<file path="config.mk">
export PLATFORM = sky130hd
export DESIGN_NAME = rand_bounded_buf
export DESIGN_NICKNAME = d
export VERILOG_FILES = /design/src/rtl/rand_pkg.sv /design/src/rtl/rand_bound_mask.sv /design/src/rtl/rand_bounded_buf.sv
export SDC_FILE = /design/constraint.sdc
export NUM_CORES = 1
export LEC_CHECK = 0
export ABC_AREA = 0
export BUFFER_PORTS_ARGS = -buffer_cell sky130_fd_sc_hd__buf_2
export CAP_MARGIN = 20
export CORE_ASPECT_RATIO = 1.1
export CORE_MARGIN = 2
export CORE_UTILIZATION = 35
export DETAILED_ROUTE_END_ITERATION = 16
export PLACE_DENSITY = 0.58
export SLEW_MARGIN = 10
export SYNTH_ARGS = -nofsm -noshare
export SYNTH_HDL_FRONTEND = slang
export SYNTH_HIERARCHICAL = 1
export SYNTH_SLANG_ARGS = --single-unit
</file>
<file path="constraint.sdc">
create_clock -name CLK -period 5.2 [get_ports CLK]
set_input_delay 1.04 -clock CLK [delete_from_list [all_inputs] [get_ports CLK]]
set_output_delay 1.04 -clock CLK [all_outputs]
set_load 0.01 [all_outputs]
</file>
<file path="src/rtl/rand_pkg.sv">
// Shared types and the bound-to-mask helper for the bounded random buffer.
package rand_pkg;

  typedef logic [31:0] rword_t;

  typedef enum logic {
    RUN   = 1'b0,
    FLUSH = 1'b1
  } rbb_state_t;

  // Smallest 2^k-1 covering b-1: smear the top set bit of b-1 downward.
  function automatic rword_t mask_for_bound(input rword_t b);
    rword_t m;
    if (b == 32'd0) begin
      m = 32'hFFFF_FFFF;
    end else if (b == 32'd1) begin
      m = 32'd0;
    end else begin
      m = b - 32'd1;
      m = m | (m >> 1);
      m = m | (m >> 2);
      m = m | (m >> 4);
      m = m | (m >> 8);
      m = m | (m >> 16);
    end
    return m;
  endfunction

endpackage

</file>
<file path="src/rtl/rand_bound_mask.sv">
// Combinational bound -> sampling mask; the top registers the result during FLUSH.
module rand_bound_mask
  import rand_pkg::*;
(
  input  logic [31:0] bound_i,
  output logic [31:0] mask_o
);

  assign mask_o = mask_for_bound(bound_i);

endmodule

</file>
<file path="src/rtl/rand_bounded_buf.sv">
// Mask-and-reject sampler turning raw random words into values in [0, BOUND),
// buffered in a small FIFO behind a valid/ready port.
module rand_bounded_buf
  import rand_pkg::*;
#(
  parameter int DEPTH = 4,
  parameter int CNT_W = 16
) (
  input  logic             CLK,
  input  logic             RESET,
  input  logic [31:0]      RNG_DATA,
  output logic             RNG_ADV,
  input  logic [31:0]      BOUND,
  input  logic             BOUND_LD,
  output logic [31:0]      OUT_DATA,
  output logic             OUT_VALID,
  input  logic             OUT_READY,
  output logic [CNT_W-1:0] REJ_CNT
);

  localparam int PTR_W = $clog2(DEPTH);
  localparam logic [PTR_W:0]   FIFO_FULL = (PTR_W+1)'(DEPTH);
  localparam logic [PTR_W:0]   CNT_ONE   = (PTR_W+1)'(1);
  localparam logic [PTR_W-1:0] PTR_ONE   = PTR_W'(1);
  localparam logic [CNT_W-1:0] REJ_ONE   = CNT_W'(1);

  rbb_state_t       state_q;
  rword_t           bound_q;
  rword_t           mask_q;
  rword_t           mask_d;
  rword_t           mem_q [DEPTH];
  logic [PTR_W-1:0] wr_ptr_q;
  logic [PTR_W-1:0] rd_ptr_q;
  logic [PTR_W:0]   count_q;
  logic [CNT_W-1:0] rej_q;

  rword_t cand;
  logic   accept;
  logic   pop;
  logic   push;
  logic   rej_inc;

  rand_bound_mask u_mask (
    .bound_i (bound_q),
    .mask_o  (mask_d)
  );

  assign OUT_VALID = (state_q == RUN) && (count_q != '0);
  assign OUT_DATA  = OUT_VALID ? mem_q[rd_ptr_q] : '0;
  assign REJ_CNT   = rej_q;

  assign pop     = OUT_VALID && OUT_READY;
  // No word is consumed while held in reset or while the mask is being rebuilt.
  assign RNG_ADV = !RESET && (state_q == RUN) && ((count_q < FIFO_FULL) || pop);
  assign cand    = RNG_DATA & mask_q;
  assign accept  = (bound_q == '0) || (cand < bound_q);
  assign push    = RNG_ADV && accept;
  assign rej_inc = RNG_ADV && !accept;

  always_ff @(posedge CLK) begin
    if (RESET) begin
      state_q  <= RUN;
      bound_q  <= '0;
      mask_q   <= 32'hFFFF_FFFF;
      wr_ptr_q <= '0;
      rd_ptr_q <= '0;
      count_q  <= '0;
      rej_q    <= '0;
    end else if (BOUND_LD) begin
      state_q  <= FLUSH;
      bound_q  <= BOUND;
      wr_ptr_q <= '0;
      rd_ptr_q <= '0;
      count_q  <= '0;
      rej_q    <= '0;
    end else begin
      case (state_q)
        FLUSH: begin
          mask_q  <= mask_d;
          state_q <= RUN;
        end
        default: begin
          if (push) wr_ptr_q <= wr_ptr_q + PTR_ONE;
          if (pop)  rd_ptr_q <= rd_ptr_q + PTR_ONE;
          if (push && !pop)      count_q <= count_q + CNT_ONE;
          else if (pop && !push) count_q <= count_q - CNT_ONE;
          if (rej_inc && (rej_q != '1)) rej_q <= rej_q + REJ_ONE;
        end
      endcase
    end
  end

  // Storage carries no reset; validity is tracked by count_q alone.
  always_ff @(posedge CLK) begin
    if (!RESET && !BOUND_LD && push) mem_q[wr_ptr_q] <= cand;
  end

endmodule
</file>
==> results of run 1 <==
## per-stage QoR
stage | area (sq um) | hold WS, ns
finish | 12800 | 0.486
global route | 12800 | 0.511
CTS | 12800 | 0.492
detailed placement | 12000 | 0.486
global placement | 12000 | 0.471
floorplan | 11000 | 0.446
## flip-flops by register name (all words and copies together), names as in the netlist, named ones only
| register | count |
|---|---|
| mem_q | 128 |
| bound_q | 32 |
| mask_q | 32 |
| REJ_CNT | 16 |
| count_q | 3 |
| rd_ptr_q | 2 |
| wr_ptr_q | 2 |
| state_q | 1 |
## metal layers
metal | vias up | wire [um]
met5 | - | 0
met4 | 0 | 666
met3 | 36 | 1070
met2 | 166 | 12800
met1 | 3770 | 12700
li1 | 3817 | -
## power groups by stage
stage / clock network, mW / logic, mW / registers [mW]
2_1_floorplan: 0 / 0.375 / 1.94
3_3_place_gp: 0 / 0.500 / 1.97
3_5_place_dp: 0 / 0.508 / 1.97
4_1_cts: 1.67 / 0.510 / 1.93
5_1_grt: 1.75 / 0.569 / 1.94
6_report: 1.63 / 0.510 / 1.93
## layout make-up
type	instances	area (sq um)	area share (%)
sequential	218	5650	44.1
multi-input combinational	652	5010	39.1
timing repair buffer	131	698	5.45
clock buffer	33	656	5.12
tap	420	526	4.10
inverter	50	188	1.46
clock inverter	13	96.3	0.752
## Yosys cell counts, types with 3 or more instances
| cell type | instances |
|---|---|
| edfxtp_1 | 128 |
| dfxtp_1 | 90 |
| nor2_1 | 77 |
| and2_1 | 65 |
| inv_1 | 50 |
| nand2_1 | 50 |
| nor2b_1 | 42 |
| ha_1 | 39 |
| a21oi_1 | 33 |
| mux2i_1 | 33 |
| a211o_1 | 32 |
| clkbuf_1 | 32 |
| mux4_2 | 32 |
| o21ai_0 | 21 |
| nor3_1 | 20 |
| nand3_1 | 19 |
| nor4_1 | 13 |
| nand3b_1 | 12 |
| nand4_1 | 11 |
| o21ai_1 | 11 |
| xor2_1 | 11 |
| and3_1 | 10 |
| or3_1 | 10 |
| xnor2_1 | 10 |
| o31ai_1 | 9 |
| or4_1 | 9 |
| buf_2 | 7 |
| o211ai_1 | 7 |
| nand2b_1 | 6 |
| a22oi_1 | 4 |
| a31oi_1 | 4 |
| buf_1 | 4 |
| a211oi_1 | 3 |
| nand4b_1 | 3 |
| nor2_2 | 3 |
| nor3_2 | 3 |
| nor4_4 | 3 |
| or2_2 | 3 |
## final timing paths
path,depth (start not counted),to,start
max,4,OUT_DATA[23],register
min,2,count_q[2],count_q[2]
max reg2reg,11,mask_q[7],bound_q[0]
min reg2reg,2,count_q[2],count_q[2]
## critical path, stage by stage (launching register included)
cell,delay (ns)
dfxtp_2,0.82
buf_4,0.41
mux4_2,0.58
and2_1,0.17
buf_2,0.13
## logic make-up after synthesis
logic type,share of synthesized area [%]
DFF,51.2
adders and majority gates,4.61
muxes,9.54
and+or+nand+nor,19.7
buffers and inverters,3.49
AOI/OAI and AO/OA,9.71
xor gates and xnor gates,1.67
==> impl_metrics.ini, run 1 <==
[route]
drt_iter0_markers = 645
detail_route.drc_violations = 0
first_pass_iters = 5
avgRoutedWirePerCell_um = 18.0
postRouteAntennaNets = 0
post_drt_via_cell_ratio = 5.13
totalWireLength_um = 27300
via_count = 7789

[cells_and_area]
synthToLayoutAreaGrowth_pct = 16.3
antenna-diode-count = 0
number_of_fill_cells_in_the_layout = 3016
nets = 1186
most-common-layout-cells = edfxtp_1, buf_2, dfxtp_1, nor2_1, and2_1
drive_above_1_share_pct = 21.3
final_cells = 1517
mostFrequentLayoutCell = edfxtp_1
postLayoutCoreUtil_pct = 41.0

[place]
gpl.final_weighted_congestion = 0.849
place_hpwl_um = 19400
placement.io_buffers = 117
place.detailed.instances = 1470
post-place-ws_ns = 1.13

[sta]
timing.final.setup_violations = 0
finalHoldViolations = 0
layout_min_cycle_time_ns = 3.68
relSlewSlack_pct = 29.3
max_freq_mhz = 272
rsz_0062_raised_after_global_routing = no
final.setup.worst_slack_ns = 1.52
fin_setup_tns_ns = 0
slew_of_the_pin_with_the_lowest_slew_margin_ns = 1.06
drv_slew = 0
period_share_pct = 70.7
skew_ns = 0.00978

[global_routing]
grt_use_met3_pct = 2.42
grt_start_max_net_pins = 68
grtUsageMet2_pct = 27.1
wire_length_of_the_first_global_routing_pass_um = 42900
grt.busiest_layer = met2
globalRouteMet1Util_pct = 22.6
grt_antenna_before_repair = 0
global_route.usage.total_pct = 16.5
first_global_vias = 7593
overflow = 0

[clocking]
clock_path_buffers = 3
count_of_buffers_added_by_post_cts_timing_repair_for_setup = 0
clock_pin_slew_reported_for_the_worst_setup_and_hold_paths_after_clock_tree_synthesis_ns = 0.06
count_of_clock_tree_sinks = 218
cts-hold-fix-buffers = 0
clock_latency_late_sink_ns = 0.52
clock_tree.root_cell = clkbuf_16
tritoncts.num_buffers = 25
cts_resized = 0
tritoncts = built
htreeDepth = 1

[logic_synthesis]
synth_ff_type = edfxtp_1
synth.lib_cells_used.distinct = 78
synth_top_area_cell = edfxtp_1
synth-edff-count = 128
post_synth_main_area_contributors = edfxtp_1, dfxtp_1, mux4_2
synth.cell_area_sq_um = 11000
synth-seq-cells = 218
yosysWarnings = 6
syn-mean-instance-area_sq_um = 11.4
async_reset_ff_share_pct = 0
synth_sequential_area_ratio_pct = 51.2
netlist_instances = 966
synth_nets = 1074
yosysTopAreaCellShare_pct = 34.9

[worst_setup_path]
endpoint_kind = output port
startpoint_type = register
timing_worst_setup_path_type = register to output port
critical_path.max_fanout = 20
crit_arrival_ns = 2.64
cp.required_ns = 4.16
timing.reg2reg.setup_slack_ns = 1.59

[die]
placeableCoreArea_sq_um = 31200
die_area_sq_um = 32900
start_util_pct = 35.3
die_height_um = 190
pin_count = 118
die_width_um = 173
num_rows = 68

[status]
run_status = complete, no violations

[power_and_ir_drop]
totalPowerFinal_mw = 4.07
clockPowerShare_pct = 40.0
leak_pwr_nw = 4.63
int_power_mw = 3.02
power.switching_mw = 1.05
peakVddDrop_v = 0.000192
sw_frac_of_total_pct = 25.7
sequential_group_share_of_total_power_pct = 47.5
pwr_density_cell_nw_per_um2 = 318
pwr-share-comb_pct = 12.5

[flow_run]
maxCapViolCount = 0

[worst_hold_path]
min-delay-path-class = register to register
Power figures use the tool's default switching activity.
==> inputs of run 2 (changes only) <==
==> constraint.sdc (replaced) <==
create_clock -name CLK -period 3.5 [get_ports CLK]
set_input_delay 0.7 -clock CLK [delete_from_list [all_inputs] [get_ports CLK]]
set_output_delay 0.7 -clock CLK [all_outputs]
set_load 0.01 [all_outputs]
==> run 2 against run 1 <==
First-iteration DRC count up 5.7%. Die area unchanged. Core utilization up 1.4 points. Critical path depth up 5. Critical path type is now register to register. Worst hold slack worse by 0.067 ns. Clock power up 67%. Sequential cell count unchanged. Sequential power up 48%. Via count up 0.62%. Combinational power up 63%. Power up 58%. Cell count up 2.2%. Highest routed layer unchanged.
==> impl_metrics.ini, run 2 (synthesis results as in run 1) <==
[status]
run_status = complete, no violations

[sta]
skew_ns = 0.0116
final.setup.worst_slack_ns = 0.330
finalHoldViolations = 0
slew_of_the_pin_with_the_lowest_slew_margin_ns = 0.968
layout_min_cycle_time_ns = 3.17
period_share_pct = 90.6
drv_slew = 0
final.hold.worst_slack_ns = 0.419
relSlewSlack_pct = 35.5
timing.final.setup_violations = 0
rsz_0062_raised_after_global_routing = no
fin_setup_tns_ns = 0
max_freq_mhz = 315

[cells_and_area]
postLayoutCoreUtil_pct = 42.4
mostFrequentLayoutCell = edfxtp_1
registers.top_by_ff_count = mem_q
synthToLayoutAreaGrowth_pct = 20.3
max_reg_flops = 128
final_cells = 1551
most-common-layout-cells = edfxtp_1, buf_2, dfxtp_1, nor2_1, and2_1
largest_registers = mem_q (128), bound_q (32), mask_q (32)
post-route-cell-area_sq_um = 13300
drive_above_1_share_pct = 24.1
antenna-diode-count = 0
nets = 1220

[worst_setup_path]
timing.rr.start = bound_q[14]
critical_path.max_fanout = 10
crit_arrival_ns = 3.57
timing_worst_setup_path_type = register to register
critPathLaunch = bound_q[14]
critical_path.top_delay_family = simple AND/OR/NAND/NOR gates
startpoint_type = register
critical_path_buf_inv_count = 0
cp.required_ns = 3.90
cp_slowest_stage_delay_ns = 0.53
cp_cell_sequence = nor4_4 > nand4_4 > or4_4 > o32ai_2 > o21ai_2 > or2_4 > nor4_2 > nor2_1 > a211o_1
endpoint_kind = register
crit_slowest_cell = or4_4

[die]
die_area_sq_um = 32900
num_rows = 68
die_height_um = 190
start_util_pct = 35.3
die_width_um = 173
pin_count = 118
placeableCoreArea_sq_um = 31200

[power_and_ir_drop]
sequential_group_share_of_total_power_pct = 44.5
totalPowerFinal_mw = 6.41
pwr_density_cell_nw_per_um2 = 484
leak_pwr_nw = 4.88
peakVddDrop_v = 0.000288
sw_frac_of_total_pct = 24.5
int_power_mw = 4.84
pwr-share-comb_pct = 13.0
clockPowerShare_pct = 42.5
power.switching_mw = 1.57

[route]
post_drt_via_cell_ratio = 5.05
postRouteAntennaNets = 0
avgRoutedWirePerCell_um = 17.5
via_count = 7837
detail_route.drc_violations = 0
first_pass_iters = 4
totalWireLength_um = 27200
drt_iter0_markers = 682

[place]
place_hpwl_um = 19600
gpl.final_weighted_congestion = 0.853
post-place-ws_ns = -0.00721
place_area_sq_um = 12400
placement.io_buffers = 117
place.detailed.instances = 1504

[clocking]
cts_resized = 0
clock_pin_slew_reported_for_the_worst_setup_and_hold_paths_after_clock_tree_synthesis_ns = 0.06
clock_latency_late_sink_ns = 0.52
htreeDepth = 1
count_of_clock_tree_sinks = 218
tritoncts.num_buffers = 26
count_of_buffers_added_by_post_cts_timing_repair_for_setup = 0
clock_path_buffers = 3
cts-hold-fix-buffers = 0
clock_tree.root_cell = clkbuf_16
tritoncts = built

[global_routing]
global_route.usage.total_pct = 16.4
wire_length_of_the_first_global_routing_pass_um = 42800
grt_antenna_before_repair = 1
grt_start_max_net_pins = 68
overflow = 0
first_global_vias = 7772

[worst_hold_path]
timing.hold.worst.start = BOUND[4]
min-delay-path-class = primary input to register

[flow_run]
maxCapViolCount = 0
[run 2: cell types whose count changed in the layout (fill, tap and decap cells not counted), moves of 3 or more]
cell	before	now
clkinv_2	1	4
buf_12	0	6
clkbuf_1	8	4
buf_4	13	41
bufinv_16	1	4
[run 2: layer usage]
layer  vias up  GRT usage, %  part of all wire, %
met2       150          28.4                   48
met4         0          3.55                  1.4
met1      3790          21.9                   46
met5         -             0                    0
li1       3871             -                    -
met3        26          2.24                  4.0
[run 2: worst min-delay path: cells and delay by family]
| family | cells | cell delay [ns] |
|---|---|---|
| AND/OR/NAND/NOR | 1 | 0.07 |
| multiplexers | 1 | 0.05 |
| buffers and inverters | 1 | 0.08 |
[run 2: final timing paths]
path | endpoint | slack [ns] | cells after the start
max | mask_q[17] | 0.33 | 9
min | bound_q[4] | 0.42 | 3
max reg2reg | mask_q[17] | 0.33 | 9
min reg2reg | count_q[2] | 0.47 | 2
[run 2: power by group through the flow]
stage	logic, mW	clock network [mW]	registers, mW
final	0.832	2.73	2.85
after global placement	0.822	0	2.91
after CTS	0.837	2.80	2.86
after floorplan	0.558	0	2.88
after detailed placement	0.834	0	2.91
after global routing	0.924	2.91	2.86
[run 2: cell type report]
class | count | area [sq um]
multi-input cells | 652 | 5010
inverters | 50 | 188
clock inverters | 16 | 183
fillers | 2954 | 18000
repair buffers | 164 | 1010
well taps | 420 | 526
clock buffers | 31 | 691
flip-flops and latches | 218 | 5650
